## src/rtl/msgbus_arbiter.sv

```systemverilog
// Round-robin arbiter sharing one message-bus send channel among NUM_PORTS
// requesters. The winning request is captured into output registers, held on
// the bus until bus_ack_i, then acknowledged back to its requester for one cycle.
module msgbus_arbiter #(
    parameter int NUM_PORTS = 4,
    parameter int IDX_W     = $clog2(NUM_PORTS)
) (
    input  logic                    clk,
    input  logic                    rst,
    input  logic [NUM_PORTS-1:0]    req_val_i,
    output logic [NUM_PORTS-1:0]    req_ack_o,
    input  logic [NUM_PORTS*32-1:0] req_dst_i,
    input  logic [NUM_PORTS*32-1:0] req_tag_i,
    input  logic [NUM_PORTS*64-1:0] req_msg_i,
    output logic                    bus_val_o,
    input  logic                    bus_ack_i,
    output logic [31:0]             bus_dst_o,
    output logic [31:0]             bus_tag_o,
    output logic [63:0]             bus_msg_o,
    output logic [IDX_W-1:0]        grant_id_o,
    output logic                    busy_o
);

    typedef enum logic [1:0] {
        IDLE = 2'd0,
        SEND = 2'd1,
        ACK  = 2'd2
    } state_t;

    state_t           state_q, state_d;
    logic [IDX_W-1:0] rr_ptr_q, rr_ptr_d;
    logic [IDX_W-1:0] grant_q, grant_d;
    logic [31:0]      dst_q, dst_d;
    logic [31:0]      tag_q, tag_d;
    logic [63:0]      msg_q, msg_d;

    logic             any_req;
    logic [IDX_W-1:0] gnt_sel;
    logic [IDX_W-1:0] cand;

    // Rotating priority search: scan from rr_ptr upward (wrapping); walking the
    // rotation backwards lets the closest set bit to rr_ptr overwrite the rest.
    always_comb begin
        any_req = |req_val_i;
        gnt_sel = '0;
        cand    = '0;
        for (int k = NUM_PORTS - 1; k >= 0; k--) begin
            cand = IDX_W'((int'(rr_ptr_q) + k) % NUM_PORTS);
            if (req_val_i[cand]) begin
                gnt_sel = cand;
            end
        end
    end

    // Next-state logic: grant only from IDLE, hold in SEND until the bus acks,
    // spend exactly one cycle in ACK so the requester can drop its request.
    always_comb begin
        state_d  = state_q;
        rr_ptr_d = rr_ptr_q;
        grant_d  = grant_q;
        dst_d    = dst_q;
        tag_d    = tag_q;
        msg_d    = msg_q;
        case (state_q)
            IDLE: begin
                if (any_req) begin
                    grant_d  = gnt_sel;
                    dst_d    = req_dst_i[32*gnt_sel +: 32];
                    tag_d    = req_tag_i[32*gnt_sel +: 32];
                    msg_d    = req_msg_i[64*gnt_sel +: 64];
                    rr_ptr_d = (gnt_sel == IDX_W'(NUM_PORTS - 1)) ? '0 : gnt_sel + 1'b1;
                    state_d  = SEND;
                end
            end
            SEND: begin
                if (bus_ack_i) begin
                    state_d = ACK;
                end
            end
            ACK: begin
                state_d = IDLE;
            end
            default: begin
                state_d = IDLE;
            end
        endcase
    end

    // State and captured-message registers; reset abandons any transaction.
    always_ff @(posedge clk or posedge rst) begin
        if (rst) begin
            state_q  <= IDLE;
            rr_ptr_q <= '0;
            grant_q  <= '0;
            dst_q    <= '0;
            tag_q    <= '0;
            msg_q    <= '0;
        end else begin
            state_q  <= state_d;
            rr_ptr_q <= rr_ptr_d;
            grant_q  <= grant_d;
            dst_q    <= dst_d;
            tag_q    <= tag_d;
            msg_q    <= msg_d;
        end
    end

    // One-hot completion ack to the granted port, only while in ACK.
    always_comb begin
        req_ack_o = '0;
        if (state_q == ACK) begin
            req_ack_o[grant_q] = 1'b1;
        end
    end

    assign bus_val_o  = (state_q == SEND);
    assign busy_o     = (state_q == SEND) || (state_q == ACK);
    assign grant_id_o = grant_q;
    assign bus_dst_o  = dst_q;
    assign bus_tag_o  = tag_q;
    assign bus_msg_o  = msg_q;

endmodule

```

## config.mk

```make
export PLATFORM = sky130hd
export DESIGN_NAME = msgbus_arbiter
export DESIGN_NICKNAME = d
export VERILOG_FILES = /design/src/rtl/msgbus_arbiter.sv
export SDC_FILE = /design/constraint.sdc
export NUM_CORES = 1
export LEC_CHECK = 0
export BUFFER_PORTS_ARGS = -buffer_cell sky130_fd_sc_hd__buf_2
export CORE_AREA = 2 2 254 256
export CTS_CLUSTER_DIAMETER = 30
export CTS_CLUSTER_SIZE = 16
export DETAILED_ROUTE_END_ITERATION = 7
export DIE_AREA = 0 0 256 258
export SLEW_MARGIN = 20
export SYNTH_ARGS = -nofsm -noshare
export SYNTH_HDL_FRONTEND = slang
export SYNTH_SLANG_ARGS = --single-unit
```

## constraint.sdc

```tcl
create_clock -name clk -period 7.4 [get_ports clk]
set_input_delay 1.48 -clock clk [delete_from_list [all_inputs] [get_ports clk]]
set_output_delay 1.48 -clock clk [all_outputs]
set_load 0.05 [all_outputs]
```

======== Yosys cells after proc, flatten, opt, wreduce, memory -nomap -nowiden ========
Index checks and enable logic that the tools add are counted.
word-level totals
  bits in registers ....................... 134
  bits in latches ......................... 0
  RAM bits ................................ 0
  bits in read-only memories .............. 0
  input port bits ......................... 519
  output and inout bits ................... 136
  logic and storage cells ................. 49
  memories kept ........................... 0
operators by class
  $add $sub $neg .......................... 4
  multiply operators ...................... 0
  div/mod/pow operators ................... 0
  $lt $le $gt $ge ......................... 6
  equal/unequal tests ..................... 5
  shift-type cells ........................ 3
  muxes and demuxes ....................... 19
  bitwise operators ....................... 0
  reduce and logical (&&, ||, !) cells .... 6
operators with widths
  cell                                                                          number
  128-bit by 8-bit indexed part select with 32-bit output                       2
  256-bit by 9-bit indexed part select with 64-bit output                       1
  2-bit by 3-bit less-than comparator with 1-bit output, second input constant  5
  2-bit two-way mux                                                             7
  1-bit binary-select mux with 2-bit select                                     4
  1-bit two-way mux                                                             5
  2-bit by 1-bit adder with 2-bit output, second input constant                 2
  2-bit adder, second input constant                                            2
  2-bit equality test, second input constant                                    2
  4-bit two-way mux                                                             1
  2-bit one-hot mux with 2 select lines                                         1
  2-bit AND reduction                                                           2
  4-bit OR reduction                                                            1
  1-bit demux with 2-bit select                                                 1
  2-bit by 1-bit equality test with 1-bit output, second input constant         1
  2-bit by 1-bit >= comparator with 1-bit output, second input constant         1
  2-bit zero test                                                               1
  2-bit by 1-bit != test with 1-bit output, second input constant               1
  2-bit != test, second input constant                                          1
  1-bit logical AND                                                             1
  1-bit logical OR                                                              1

======== Depth between registers and ports, before layout ========
Gate-level depths: netlist of the first run.
  depth in word-level cells ............... 9
  gate-level depth with buffers ........... 9
  depth with buffers taken out ............ 6

======== Least setup slack after synthesis of the first run ========
OpenSTA, ideal clock, no wires.
  path type ............................... register to output
  start point ............................. reg grant_q[0] (netlist: grant_id_o[0])
  end point ............................... out req_ack_o[0]
  data arrival time ....................... 1.819 ns
  path slack .............................. 4.101 ns
  cell stages (with the launch flop) ...... 2
  cell sequence ........................... dfrtp_1 > nor3b_1
between the ends
  longest elaborated chain between the ends .. 5
  elaborated cells between the ends (all ways) .. 6
  those cells by class .................... order compare (2); mux (3); reduce/logical (1)
ends and longest elaborated chain
  what                                                                                                                                           line  RTL
  start, declared                                                                                                                                32    logic [IDX_W-1:0] grant_q, grant_d;
  start signal, assigned                                                                                                                         101   grant_q <= grant_d;
  2-bit by 3-bit less-than comparator with 1-bit output (implied by the code) or 2-bit by 1-bit >= comparator with 1-bit output (tied branches)  112   req_ack_o[grant_q] = 1'b1;
  1-bit logical AND (implied by the code)                                                                                                        112
  1-bit two-way mux (implied by the code)                                                                                                        112
  1-bit demux with 2-bit select *                                                                                                                112
  4-bit two-way mux *                                                                                                                            111   if (state_q == ACK) begin
  end, declared                                                                                                                                  11    output logic [NUM_PORTS-1:0] req_ack_o,
Mark *: on every way between the ends. The rest lies on a longest branch, timed or not.

======== Final worst setup path of the first run ========
  start point ............................. in req_val_i[0]
  end point ............................... reg msg_q[62] (netlist: bus_msg_o[62])
between the ends
  longest elaborated chain between the ends .. 7
  elaborated cells between the ends (all ways) .. 15
  those cells by class .................... shift (1); mux (12); reduce/logical (2)
ends and longest elaborated chain
  what                                                     line  RTL
  start, declared                                          10    input logic [NUM_PORTS-1:0] req_val_i,
  1-bit binary-select mux with 2-bit select                49    if (req_val_i[cand]) begin
  1-bit two-way mux (implied by the code)                  49
  2-bit two-way mux (4 in series)                          49
  256-bit by 9-bit indexed part select with 64-bit output  70    msg_d = req_msg_i[64*gnt_sel +: 64];
  end signal, assigned                                     104   msg_q <= msg_d;
  end, declared                                            35    logic [63:0] msg_q, msg_d;
Several ways; a longest one is shown, not always the timed one. The select of a mux whose other input is x is not followed.
A chain may end at the register's enable or synchronous reset.

==> reports/qor.txt, run 1 <==
Overflow after GRT = 0
Core region area = 0.0636 mm2
NetSw = 0.00348 W
Starting Density = 14.4%
Launch point of the worst reg-to-reg path = rr_ptr_q[1]
Power Density = 459 mW/mm2
VDD IR max = 0.238 mV
Row cnt = 93
Cell count after synthesis = 917
Crit path buf inv count = 3
Total GRT Usage = 11.7%
FF+latch count, synth = 134
Req. time, crit path = 7.71 ns
CP max-delay cell = buf_4
Chip Height = 258 um
Hold Crit Class = flop to flop
Reg2Reg Depth = 6
Grt peak-use layer = met2
Layout area overhead = 50.4%
Combinational power share = 65.0%
Status = complete, no violations
Clock buffer depth = 2
Vias in the first global route = 9640
Reg power frac = 21.2%
Met1 Use GR = 13.9%
Final min period = 3.47 ns
Worst Tran Pin Value = 0.852 ns
Die area = 0.0660 mm2
DR WL/cell = 16.8 um
Number of CTS-inserted buffers = 17
IO Pins = 655
Vias per Instance = 4.11
Fill cells = 7024
IO Port Bufs = 654
Top delay family on crit path = buffers and inverters
Overall power = 0.00634 W
Clock skew = 0.00959 ns
Worst hold start = bus_dst_o[27]
Max cap viols = 0
Worst-Skew Late Latency = 0.46 ns
Hold Vio Cnt, Final = 0
Fmax = 288 MHz
Final Core Density = 21.7%
Initial DRC count = 506
RSZ-0062 raised after global routing = no
Slew headroom = 43.2%
Drt total wl = 39800 um
Worst reg2reg path endpoint = bus_msg_o[19]
Pre-CTS WS = 3.37 ns
H-tree levels = 4
Share of cells above drive strength 1 = 53.9%
Int Power = 0.00286 W
Switch share = 54.9%
Fin crit share = 46.9%
Min Hold Slack = 0.561 ns
Antenna Cells = 0
Number of routed nets with antenna violations = 0
Max-slew violations = 0
Global-route wire length before repair = 59000 um
Vias = 9750
Initial antenna violation count = 1
Nets = 2025
Max stage delay on crit path = 0.53 ns
Synth Net Count = 1439
Root Buffer = clkbuf_16
Final setup vio count = 0
Flip-flop and latch area = 0.00335 mm2
CTS tree = built
Detailed Place HPWL = 29500 um
Crit. End Element = flop
CTS Sinks = 134
DRC errors left = 0
Worst setup SP type = primary input
Synth cell types = 32
Hold Path Sink = bus_dst_o[27]
Yosys warns = 0
Part of the power in the clock network = 13.8%
Grt met2 use = 19.8%
Die W = 256 um
Post-CTS setup repair buffer count = 0
Sum Neg Setup Slack = 0 ns
Syn Std Cell Area = 0.00919 mm2
Reg2reg setup slack = 4.61 ns
Most used cell, CP = buf_4
# hold bufs at CTS = 0
Area of the multi-input gates = 0.00538 mm2
P_leak = 6.67 nW
CP max FO = 31
Critical setup path kind = primary input to flop
Largest net degree at the start of global routing = 130
Gp weighted congestion = 0.840
Hold path cells = 2
Pre-Repair DR Iteration Count = 4
Clk pin slew, worst setup/hold paths = 0.06 ns
Post-route setup slack = 3.93 ns
Post-synthesis sequential area ratio = 36.5%
# resized after CTS = 0
CP arrival = 3.78 ns
Mean post-synth cell area = 10.0 um2
CP Cell Sequence = buf_2 > nor2b_2 > nor2_1 > o22a_1 > nor2_4 > buf_4 > buf_4 > a211oi_2
GR Layer Usage met3 = 2.91%
## state kept, by name (all words and copies together), names as in the netlist
register	flops
bus_tag_o	32
state_q	2
bus_dst_o	32
rr_ptr_q	2
bus_msg_o	64
grant_id_o	2
## cell usage after synthesis
cell | n | share of area, %
buf_2 | 38 | 2.1
mux2i_1 | 128 | 14
buf_1 | 1 | 0.041
nor4_4 | 1 | 0.23
a21boi_2 | 1 | 0.12
ha_1 | 3 | 0.41
buf_4 | 16 | 1.3
clkbuf_1 | 44 | 1.8
nor2_1 | 133 | 5.4
o22a_1 | 1 | 0.095
o22ai_1 | 1 | 0.068
a211oi_2 | 110 | 15
nand2b_2 | 1 | 0.095
inv_1 | 4 | 0.16
o221ai_2 | 1 | 0.16
o21ai_1 | 2 | 0.11
dfrtp_1 | 134 | 36
a22oi_4 | 1 | 0.23
nand2_2 | 1 | 0.068
nor2b_1 | 2 | 0.14
buf_6 | 1 | 0.12
nand2_1 | 7 | 0.29
a31oi_1 | 1 | 0.068
a21oi_1 | 3 | 0.16
a21o_1 | 2 | 0.16
xor2_1 | 1 | 0.095
and3b_1 | 1 | 0.095
and3_1 | 129 | 8.8
nor3b_1 | 1 | 0.082
a211oi_1 | 146 | 12
mux2i_2 | 1 | 0.15
nor2b_2 | 1 | 0.095
## layer usage
metal | share of wire [%] | routed length, um
met1 | 41 | 16500
met5 | 0 | 0
met3 | 6.2 | 2450
met2 | 49 | 19600
met4 | 3.2 | 1260
## per-stage QoR
stage / cell area, um2 / instances
3_5_place_dp: 13200 / 2339
5_1_grt: 13800 / 2371
6_report: 13800 / 2371
4_1_cts: 13800 / 2371
3_3_place_gp: 13200 / 2339
2_1_floorplan: 9190 / 917
## placed cells by master, fill, tap and decap left out, drive strengths merged, types with 2 or more instances in the layout
cell and instances:
a211oi 256, a21o 2, a21oi 3, and3 129, buf 667, bufinv 2, clkbuf 24, clkinv 3
clkinvlp 3, dfrtp 134, ha 3, inv 4, mux2i 129, nand2 8, nor2 133, nor2b 3
o21ai 2
## worst min-delay path, cell delays in order, from the launching register on
cell and delay [ns]:
dfrtp_1 0.37, nor2_1 0.10, a211oi_1 0.05
## kinds of logic after synthesis
logic type | Yosys count | synth area share, %
xor gates and xnor gates | 1 | 0.0953
AOI/OAI and AO/OA | 269 | 28.1
and+or+nand+nor | 277 | 15.3
buffers and inverters | 104 | 5.50
DFF | 134 | 36.5
muxes | 129 | 14.1
adders and majority gates | 3 | 0.409
## how the worst max path moves through the flow
| stage | from | endpoint | slack (ns) | cells past startpoint |
|---|---|---|---|---|
| 2_1_floorplan | rst | bus_dst_o[0] | 2.34 | 1 |
| 3_3_place_gp | req_val_i[0] | bus_tag_o[2] | 3.40 | 8 |
| 3_5_place_dp | req_val_i[0] | bus_tag_o[5] | 3.37 | 8 |
| 4_1_cts | req_val_i[0] | bus_msg_o[62] | 3.90 | 8 |
| 5_1_grt | req_val_i[0] | bus_tag_o[3] | 3.81 | 8 |
| 6_report | req_val_i[0] | bus_msg_o[62] | 3.93 | 8 |
## cell type report
type | count | area share (%)
clock buffer | 24 | 3.49
clock inverter | 8 | 0.706
inverter | 4 | 0.145
multi-input combinational | 679 | 38.9
sequential | 134 | 24.3
tap | 855 | 7.74
timing repair buffer | 667 | 24.8
## power groups by stage
stage | clock network, W | registers [W] | logic, W
global placement | 0 | 0.00135 | 0.00412
finish | 0.000878 | 0.00134 | 0.00412
CTS | 0.000922 | 0.00134 | 0.00415
floorplan | 0 | 0.00254 | 0.00192
global route | 0.000950 | 0.00139 | 0.00438
detailed placement | 0 | 0.00135 | 0.00416
No activity file was read; power rests on OpenSTA's default activity.
==> run 2: changes to the inputs <==
Settings changed: CORE_AREA 2 2 254 256 to 2 2 253 255, DIE_AREA 0 0 256 258 to 0 0 255 257.
Clock period 7.4 ns to 2.8 ns, I/O delays scaled along.
==> reports/qor.txt, run 2 (synthesized netlist as in run 1, its figures left out) <==
WL met2 = 20200 um (+3.1%)
Layout area overhead = 52.6%
Slew headroom = 47.9% (+4.7 points)
CTS tree = built
Post-CTS setup repair buffer count = 0 (unchanged)
CTS Sinks = 134 (unchanged)
Root Buffer = clkbuf_16
RSZ-0062 raised after global routing = no
Area of the multi-input gates = 0.00538 mm2 (unchanged)
Wl on met1 = 17000 um (+3.2%)
Die W = 255 um (-0.39%)
Row cnt = 92 (-1.1%)
Req. time, crit path = 3.14 ns (-4.57 ns)
Final Core Density = 22.3% (+0.64 points)
Final min period = 2.41 ns
Reg2reg setup slack = 0.39 ns (-4.22 ns)
Worst setup SP type = flop
CP Cell Sequence = mux2i_2 > a22oi_4 > nand2_8 > buf_12 > buf_4 > mux2i_1 > a211oi_2
Overflow after GRT = 0 (unchanged)
Vias per Instance = 4.11 (about the same)
Overall power = 0.0171 W (+170%)
Final setup vio count = 0 (unchanged)
Max cap viols = 0 (unchanged)
Power Density = 1220 mW/mm2 (+170%)
Fmax = 416 MHz
H-tree levels = 4 (unchanged)
Max FFs per register = 64 (unchanged)
Initial antenna violation count = 12 (+11)
Pre-Repair DR Iteration Count = 5 (+1)
Fin crit share = 85.9%
Worst Tran Pin Value = 0.776 ns (-0.0752 ns)
Chip Height = 257 um (-0.39%)
IO Port Bufs = 654 (unchanged)
Vias = 9770 (+0.21%)
CP max-delay cell = dfrtp_1
VDD IR max = 0.577 mV (+140%)
DR WL/cell = 17.5 um (+4.4%)
Vias in the first global route = 9569 (-0.74%)
Number of routed nets with antenna violations = 0 (unchanged)
WL met3 = 3320 um (+35%)
Initial DRC count = 562 (+11%)
Die area = 0.0655 mm2 (-0.78%)
Critical setup path kind = flop to flop
# resized after CTS = 0 (unchanged)
Hold Crit Class = primary input to async pin
Starting Density = 14.6% (+0.21 points)
Nets = 2035 (+0.49%)
Max-slew violations = 0 (unchanged)
Status = complete, no violations
Max stage delay on crit path = 0.51 ns (-0.02 ns)
IO Pins = 655 (unchanged)
Flip-flop and latch area = 0.00335 mm2 (unchanged)
Worst-Skew Late Latency = 0.48 ns (+0.02 ns)
Clk pin slew, worst setup/hold paths = 0.06 ns (about the same)
Global-route wire length before repair = 59000 um (about the same)
Number of CTS-inserted buffers = 17 (unchanged)
P_leak = 6.76 nW (+1.4%)
Total GRT Usage = 12.1% (+0.44 points)
Fill cells = 6883 (-2.0%)
Most frequent cells in the layout = buf_2 (654), a211oi_1 (146), dfrtp_1 (134)
Hold Vio Cnt, Final = 0 (unchanged)
Largest net degree at the start of global routing = 98 (-25%)
Sum Neg Setup Slack = 0 ns (unchanged)
Crit. End Element = flop
Core region area = 0.0627 mm2 (-1.4%)
CP max FO = 97 (+210%)
Clock skew = 0.0188 ns (+0.00920 ns)
Commonest non-fill, non-tap cell in the layout = buf_2
Gp weighted congestion = 0.845 (+0.67%)
CP arrival = 2.74 ns (-1.04 ns)
Clock buffer depth = 2 (unchanged)
Share of cells above drive strength 1 = 54.3% (+0.43 points)
DR top layer = met5
Detailed Place HPWL = 31900 um (+8.1%)
# hold bufs at CTS = 0 (unchanged)
DRC errors left = 0 (unchanged)
Drt total wl = 41600 um (+4.6%)
-- run 2: cell count changes in the layout (fill, tap and decap cells not counted) --
cell,previous run,this run
clkbuf_1,4,2
clkinvlp_4,3,4
buf_12,4,12
buf_4,9,11
clkbuf_8,3,2
diode_2,0,3
clkinv_2,3,2
bufinv_16,2,3
clkinv_4,0,2
-- run 2: path summary, 6_finish.rpt --
path                               startpoint       endpoint  cells past startpoint
worst max-delay path              rr_ptr_q[1]  bus_dst_o[12]                      7
worst min-delay path                      rst  bus_msg_o[23]                      2
max in group asynchronous                 rst  bus_tag_o[30]                      3
worst max register to register    rr_ptr_q[1]  bus_dst_o[12]                      7
worst min register to register  bus_dst_o[27]  bus_dst_o[27]                      2
min in group clk                    bus_ack_i     state_q[1]                      3
-- run 2: layout make-up --
class,instances,area share (%)
diodes,3,0.0535
multi-input cells,679,38.3
inverters,4,0.134
clock inverters,11,1.06
well taps,846,7.55
repair buffers,677,25.6
clock buffers,21,3.28
flip-flops and latches,134,23.9
-- run 2: power by group --
part | switching (W) | internal [W]
Sequential | 0.000588 | 0.00296
Combinational | 0.00774 | 0.00337
Clock | 0.000990 | 0.00145
Total | 0.00931 | 0.00777
-- run 2: critical path, delay by kind of cell (launching register included) --
kind | cells | cell delay, ns
buffers and inverters | 2 | 0.76
flip-flops | 1 | 0.51
multiplexers | 2 | 0.60
AND/OR/NAND/NOR | 1 | 0.12
AO/OA/AOI/OAI | 2 | 0.22
-- run 2: metal layers --
metal,global-route usage [%],vias to the layer above
met1,14.4,4611
met4,4.95,12
met2,20.3,431
met5,0,-
li1,-,4670
met3,3.51,46
-- run 2: per-stage QoR --
| stage | hold WS [ns] | setup slack [ns] | area [um2] | std cells |
|---|---|---|---|---|
| after CTS | 0.0411 | 0.342 | 14000 | 2372 |
| after global routing | 0.0698 | 0.235 | 14000 | 2374 |
| after detailed placement | 0.557 | 0.111 | 13400 | 2340 |
| final | 0.0849 | 0.394 | 14000 | 2375 |
| after floorplan | 0.503 | 0.421 | 9190 | 917 |
| after global placement | 0.554 | 0.0738 | 13400 | 2340 |
